--- config.mk ---
export PLATFORM = sky130hd
export DESIGN_NAME = bank_read_controller
export DESIGN_NICKNAME = d
export VERILOG_FILES = /design/src/rtl/bank_read_controller.sv
export SDC_FILE = /design/constraint.sdc
export NUM_CORES = 1
export LEC_CHECK = 0
export ABC_AREA = 1
export CORE_UTILIZATION = 39
export DETAILED_ROUTE_END_ITERATION = 8
export GPL_TIMING_DRIVEN = 0
export HOLD_SLACK_MARGIN = 0.15
export MAX_ROUTING_LAYER = met4
export PLACE_DENSITY = 0.85
export SETUP_SLACK_MARGIN = 0.15
export SYNTH_ARGS = -nofsm -noshare
export SYNTH_HDL_FRONTEND = slang
export SYNTH_SLANG_ARGS = --single-unit
--- constraint.sdc ---
create_clock -name clk -period 1.8 [get_ports clk]
set_input_delay 0.27 -clock clk [delete_from_list [all_inputs] [get_ports clk]]
set_output_delay 0.27 -clock clk [all_outputs]
set_load 0.02 [all_outputs]
--- src/rtl/bank_read_controller.sv ---
// Single-outstanding read controller for four banks with a fixed read latency.
// A request is latched, issued as a one-cycle strobe, and the result is held until accepted.
module bank_read_controller #(
  parameter int ADDR_WIDTH   = 10,
  parameter int DATA_WIDTH   = 32,
  parameter int READ_LATENCY = 2
) (
  input  logic                  clk,
  input  logic                  rst_n,
  input  logic                  req_valid,
  output logic                  req_ready,
  input  logic [ADDR_WIDTH-1:0] req_addr,
  output logic [1:0]            bank_select,
  output logic                  read_enable,
  output logic [ADDR_WIDTH-3:0] bank_addr,
  input  logic [DATA_WIDTH-1:0] bank01_rdata,
  input  logic [DATA_WIDTH-1:0] bank02_rdata,
  input  logic [DATA_WIDTH-1:0] bank03_rdata,
  input  logic [DATA_WIDTH-1:0] bank04_rdata,
  output logic                  rsp_valid,
  input  logic                  rsp_ready,
  output logic [DATA_WIDTH-1:0] rsp_data,
  output logic [1:0]            rsp_bank
);

  typedef enum logic [1:0] {
    IDLE,
    ISSUE,
    WAIT,
    RESP
  } state_t;

  localparam logic [3:0] CNT_LOAD = 4'(READ_LATENCY - 1);

  state_t                state;
  state_t                state_next;
  logic [3:0]            cnt;
  logic                  accept;
  logic                  cnt_done;
  logic [DATA_WIDTH-1:0] sel_rdata;

  assign accept   = (state == IDLE) && req_valid;
  assign cnt_done = (state == WAIT) && (cnt == 4'd0);

  lat_legal: assert property (@(posedge clk)
    (READ_LATENCY >= 1) && (READ_LATENCY <= 15));

  always_ff @(posedge clk or negedge rst_n) begin
    if (!rst_n) begin
      state <= IDLE;
    end else begin
      state <= state_next;
    end
  end

  always_comb begin
    state_next = state;
    unique case (state)
      IDLE:  if (req_valid) state_next = ISSUE;
      ISSUE: state_next = WAIT;
      WAIT:  if (cnt == 4'd0) state_next = RESP;
      RESP:  if (rsp_ready) state_next = IDLE;
      default: state_next = IDLE;
    endcase
  end

  always_comb begin
    req_ready = 1'b0;
    rsp_valid = 1'b0;
    unique case (1'b1)
      (state == IDLE): req_ready = 1'b1;
      (state == RESP): rsp_valid = 1'b1;
      default: ;
    endcase
  end

  // Strobe is a flop so the bank decoder never sees a decode glitch.
  always_ff @(posedge clk or negedge rst_n) begin
    if (!rst_n) begin
      read_enable <= 1'b0;
    end else begin
      read_enable <= (state_next == ISSUE);
    end
  end

  always_ff @(posedge clk or negedge rst_n) begin
    if (!rst_n) begin
      bank_select <= '0;
      bank_addr   <= '0;
    end else if (accept) begin
      bank_select <= req_addr[ADDR_WIDTH-1:ADDR_WIDTH-2];
      bank_addr   <= req_addr[ADDR_WIDTH-3:0];
    end
  end

  always_ff @(posedge clk or negedge rst_n) begin
    if (!rst_n) begin
      cnt <= 4'd0;
    end else if (state == ISSUE) begin
      cnt <= CNT_LOAD;
    end else if ((state == WAIT) && (cnt != 4'd0)) begin
      cnt <= cnt - 4'd1;
    end
  end

  always_comb begin
    sel_rdata = '0;
    unique case (bank_select)
      2'd0: sel_rdata = bank01_rdata;
      2'd1: sel_rdata = bank02_rdata;
      2'd2: sel_rdata = bank03_rdata;
      2'd3: sel_rdata = bank04_rdata;
      default: sel_rdata = '0;
    endcase
  end

  // Mux on the latched bank, never on the live request address.
  always_ff @(posedge clk or negedge rst_n) begin
    if (!rst_n) begin
      rsp_data <= '0;
      rsp_bank <= '0;
    end else if (cnt_done) begin
      rsp_data <= sel_rdata;
      rsp_bank <= bank_select;
    end
  end

endmodule

## Word level (Yosys, flattened, before mapping)

Index checks and enable logic that the tools add are counted.
Widths: inputs -> output; s select.

| storage, ports and cells | value |
|---|---|
| input port bits | 142 |
| word-level logic and storage cells | 32 |
| flip-flop bits (word level) | 51 |
| output and inout bits | 47 |

| cells by class | value |
|---|---|
| add/subtract/negate cells | 1 |
| eq/ne operators | 7 |
| mux-type cells | 9 |
| reductions and logical operators | 8 |

Operators by type and width:

| operator | number |
|---|---|
| $pmux 32 s4 | 1 |
| $eq 2x2->1 const B | 4 |
| $mux 4 | 2 |
| $pmux 2 s4 | 1 |
| $eq 2x1->1 const B | 3 |
| $mux 2 | 3 |
| $logic_not 2->1 | 2 |
| $logic_not 4->1 | 1 |
| $reduce_bool 4->1 | 1 |
| $sub 4x1->4 const B | 1 |
| $logic_and 1x1->1 | 3 |
| $mux 1 | 2 |
| $reduce_bool 2->1 | 1 |

## Logic depth before layout (Yosys ltp)

| logic depth | value |
|---|---|
| word-level depth | 4 |
| depth in mapped cells | 8 |
| depth with buffers taken out | 7 |

## Worst setup path before layout

No wires, ideal clock.

| timing path | value |
|---|---|
| path type | register to register |
| start point | register bank_select[1] |
| end point | register rsp_data[15] |
| stages on the path, launching flop included | 8 |
| buffers on the path | 2 |
| clock period less this slack | 1,265 ps |
| data required time | 1,684 ps |
| path slack | 535 ps |
| library setup time | 116 ps |
| data arrival time | 1,148 ps |
| cells stage by stage | dfrtp_1 -> buf_4 -> inv_4 -> clkbuf_1 -> o21ai_0 -> nand3_1 -> nand2_1 -> nand2_1 |

| between the ends | value |
|---|---|
| longest elaborated chain between the ends | 2 |
| elaborated cells between the ends (all ways) | 5 |
| those cells by class | 3 x eq/ne; 1 x mux; 1 x reduce/logical |

Ends and longest elaborated chain:

| item | RTL line | RTL |
|---|---|---|
| from (decl) | 13 | `output logic [1:0] bank_select,` |
| from (signal assigned) | 91 | `bank_select <= req_addr[ADDR_WIDTH-1:ADDR_WIDTH-2];` |
| $eq 2x2->1 (tied with other cells) | 108 | `unique case (bank_select)` |
| $pmux 32 s4 (*) | 108 |  |
| to (signal assigned) | 123 | `rsp_data <= sel_rdata;` |
| to (decl) | 22 | `output logic [DATA_WIDTH-1:0] rsp_data,` |

Every way passes the cells marked *; elsewhere a longest branch is shown, timed or not.
A chain may end at the register's enable or synchronous reset.

## Final worst setup path

| timing path | value |
|---|---|
| start point | register rsp_data[13] |
| end point | output rsp_data[13] |

No word-level cell between the ends.

==> flow_summary.rst <==
.. list-table::
   :header-rows: 1

   * - Metric
     - Value
   * - Result of the run
     - finished, final reports clean
   * - Count of distinct cell types in the synthesized netlist
     - 19
   * - Post-detailed-routing wire length
     - 11.0 mm
   * - Antenna Cells
     - 0
   * - Post-synthesis instance total
     - roughly 440
   * - Initial cell density of the core
     - 0.407
   * - Core area
     - 7330 sq um
   * - Syn nets
     - 585
   * - Placed wire-length estimate
     - 8.45 mm
   * - Number of violations reported at the end of detailed-routing iteration 0
     - approximately 160
   * - Antenna violations before repair
     - 0
   * - Number of global-route vias before repair
     - roughly 3500
   * - Clk_skew
     - about 8.5 ps
   * - Fin crit period
     - approximately 1600 ps
   * - I/O Buffers
     - 188
   * - Number of cell rows
     - 31
   * - Yosys top cell by area
     - dfrtp_1
   * - Main area contributors after synthesis
     - dfrtp_1, nand2_1, nand3_1
   * - Worst-case vdd ir drop
     - around 0.00091 V
   * - Nets
     - roughly 780
   * - Synthesis Warnings
     - 0
   * - Num Clock Sinks
     - 51
   * - Max capacitance violation total
     - 0
   * - Part of the Yosys area used for sequential elements
     - 0.428
   * - Die span in x
     - ~90 um
   * - Worst-margin pin slew
     - approximately 580 ps
   * - Maximum cell stage delay along the critical path
     - between 600 and 700 ps
   * - Tightest Hold Check Type
     - input port to asynchronous set/reset pin
   * - Fraction of layout instances using a drive strength above 1
     - 0.0657
   * - Uppermost layer routed
     - met4
   * - CP Capture Type
     - primary output
   * - Post-synth design cell area
     - just under 3000 sq um
   * - Chain of cells forming the critical path
     - clkdlybuf4s50_1
   * - Worst hold slack after final layout
     - 466 ps
   * - Residual DRC count
     - 0
   * - Instance area after placement
     - approximately 5000 sq um
   * - Mapped Avg Cell Area
     - ~6.8 sq um
   * - Chip height
     - just under 90 um
   * - CP Launch Type
     - flip-flop
   * - TritonCTS clock tree
     - yes
   * - Buffer and inverter count on the worst path
     - 1
   * - List of most frequent post-synthesis cells
     - nand2_1, nor2_1, nand3_1
   * - Count of H-tree levels built during CTS
     - 2
   * - Wire length per cell
     - about 15 um
   * - Cell chosen for the clock root
     - clkbuf_8
   * - Clock transition at the registers of the reported paths
     - ~110 ps
   * - Total of flip-flops plus latches after synthesis
     - around 50
   * - Crit path required time
     - between 1500 and 2000 ps
   * - Data arrival time of the critical path
     - around 1300 ps
   * - Overall die area
     - about 8000 sq um
   * - Pwr dens
     - ~1500 nW/um^2
   * - Maximum net fanout on the critical path
     - 2
   * - Routed met1 length
     - approximately 4.5 mm
   * - Final-report setup violation count
     - 0
   * - Number of search-and-repair iterations in the first detailed-routing pass
     - 5
   * - Critical Path Slowest Stage Cell
     - clkdlybuf4s50_1
   * - Post-route antenna net violation count
     - 0
   * - Headroom to the max-slew limit
     - 0.612
   * - Category of the critical setup timing path
     - flip-flop to primary output
   * - Unrepaired setup endpoints after global routing
     - false
   * - Per-cell via count in the routed design
     - between 4 and 5
   * - Proportion of register bits with asynchronous set or reset after synthesis
     - 1.00
   * - Met3 routed wirelength
     - 798 um
   * - Peak clock frequency supported by timing
     - 0.633 GHz
   * - Growth of design area from synthesis to finish
     - 71.2%
   * - EDFF count, synth
     - 0
   * - Final count of pins violating max slew
     - 0
   * - Maximum number of pins on one net before global-route repair
     - 33
   * - Leakage
     - 2.39 nW
   * - Total negative slack
     - 0 ps
   * - Wire length of the first global-routing pass
     - 16.7 mm
   * - Via Count
     - 3671
   * - GRT Util Overall
     - 0.287
   * - Main synth FF type
     - dfrtp_1
   * - Clock buffer count from CTS
     - 5
   * - Maximum clock insertion buffer count
     - 2
   * - Final hold violation count
     - 0
   * - Final standard cell area without fillers
     - roughly 5100 sq um
   * - Area share of the leading cell type in the synthesized netlist
     - 0.428
   * - Top-Level Pins
     - about 190
   * - DR WL met2
     - 5.55 mm
   * - Post-route clock period utilization
     - 0.878
   * - Total congestion overflow after global routing
     - 0
   * - Largest delay share family, worst path
     - buffers and inverters
   * - Placer Congestion
     - between 0.9 and 1
   * - Insertion delay to the later sink of the worst-skew pair
     - between 300 and 400 ps
   * - Most common cell in the netlist
     - nand2_1
==> per-layer routing <==
| layer | global-route usage | vias to the layer above |
|---|---|---|
| met3 | 0.0406 | 17 |
| met5 | - | - |
| met2 | 0.507 | 168 |
| li1 | - | 1797 |
| met1 | 0.346 | 1689 |
| met4 | 0.0678 | 0 |
==> report_power, final <==
part / switching, mW / total [mW] / internal, mW
sequential: 0.345 / 2.04 / 1.69
clock: 0.430 / 0.720 / 0.290
combinational: 2.86 / 4.92 / 2.06
==> timing repair <==
| action | CTS | global route |
|---|---|---|
| endpoints found under the hold margin | 19 | 0 |
| endpoints found under the setup margin | 3 | 3 |
| hold buffers | 1 | 0 |
| resized for setup | 4 | 2 |
| buffers inserted | 0 | 0 |
==> worst paths after layout <==
check                                           start  cells past startpoint                    endpoint  slack (ps)
max reg2reg                bank_select[0]$_DFFE_PN0P_                      6    rsp_data[19]$_DFFE_PN0P_         290
min in group clk                          req_addr[0]                      3    bank_addr[0]$_DFFE_PN0P_         490
max                          rsp_data[13]$_DFFE_PN0P_                      1                rsp_data[13]         220
min reg2reg                   rsp_data[8]$_DFFE_PN0P_                      2     rsp_data[8]$_DFFE_PN0P_         490
max in group asynchronous                       rst_n                      3  bank_select[0]$_DFFE_PN0P_         800
min                                             rst_n                      2    rsp_data[21]$_DFFE_PN0P_         470
==> kinds of logic (layout without fill, tap and decap cells) <==
kind of cell,count (synthesis),after routing,synth area share
AO/OA/AOI/OAI,40,40,0.0679
XOR/XNOR,1,1,0.00294
adder cells (fa/ha/maj),2,2,0.00838
buffers and inverters,38,236,0.0717
flip-flops,51,51,0.428
AND/OR/NAND/NOR,309,309,0.421
==> area by class of cell <==
class	instances	area (sq um)
Multi-Input combinational cell	352	1490
Clock buffer	5	68.8
Buffer	27	171
Inverter	11	43.8
Tap cell	99	124
Clock inverter	3	26.3
Fill cell	611	2220
Timing Repair Buffer	190	1900
Sequential cell	51	1280
==> placed cells by master (no fill, tap or decap), types with 2 or more instances in the layout <==
cell	instances
clkdlybuf4s50_1	184
nand2_1	173
nor2_1	66
nand3_1	65
dfrtp_1	50
o21ai_0	31
buf_2	11
o21ai_1	8
inv_1	6
clkbuf_1	6
buf_4	5
buf_6	5
clkbuf_8	5
inv_2	4
inv_6	3
dlygate4sd2_1	3
nor2_2	2
nand2_2	2
ha_1	2
==> flip-flops by register name, summed over array words and instances (netlist names) <==
register     flops
bank_addr        8
bank_select      2
cnt              4
read_enable      1
rsp_bank         2
rsp_data        32
state            2
==> per-stage QoR <==
stage                     setup WS (ps)  power (mW)  utilization  instances
after floorplan                     535        4.87            -        441
after CTS                           214        7.70        0.697        738
after global placement            -1070        6.85        0.681        728
after global routing                157        8.28        0.697        738
final                               220        7.68        0.697        738
after detailed placement            262        6.98        0.683        729
(Power assumes the default switching activity.)
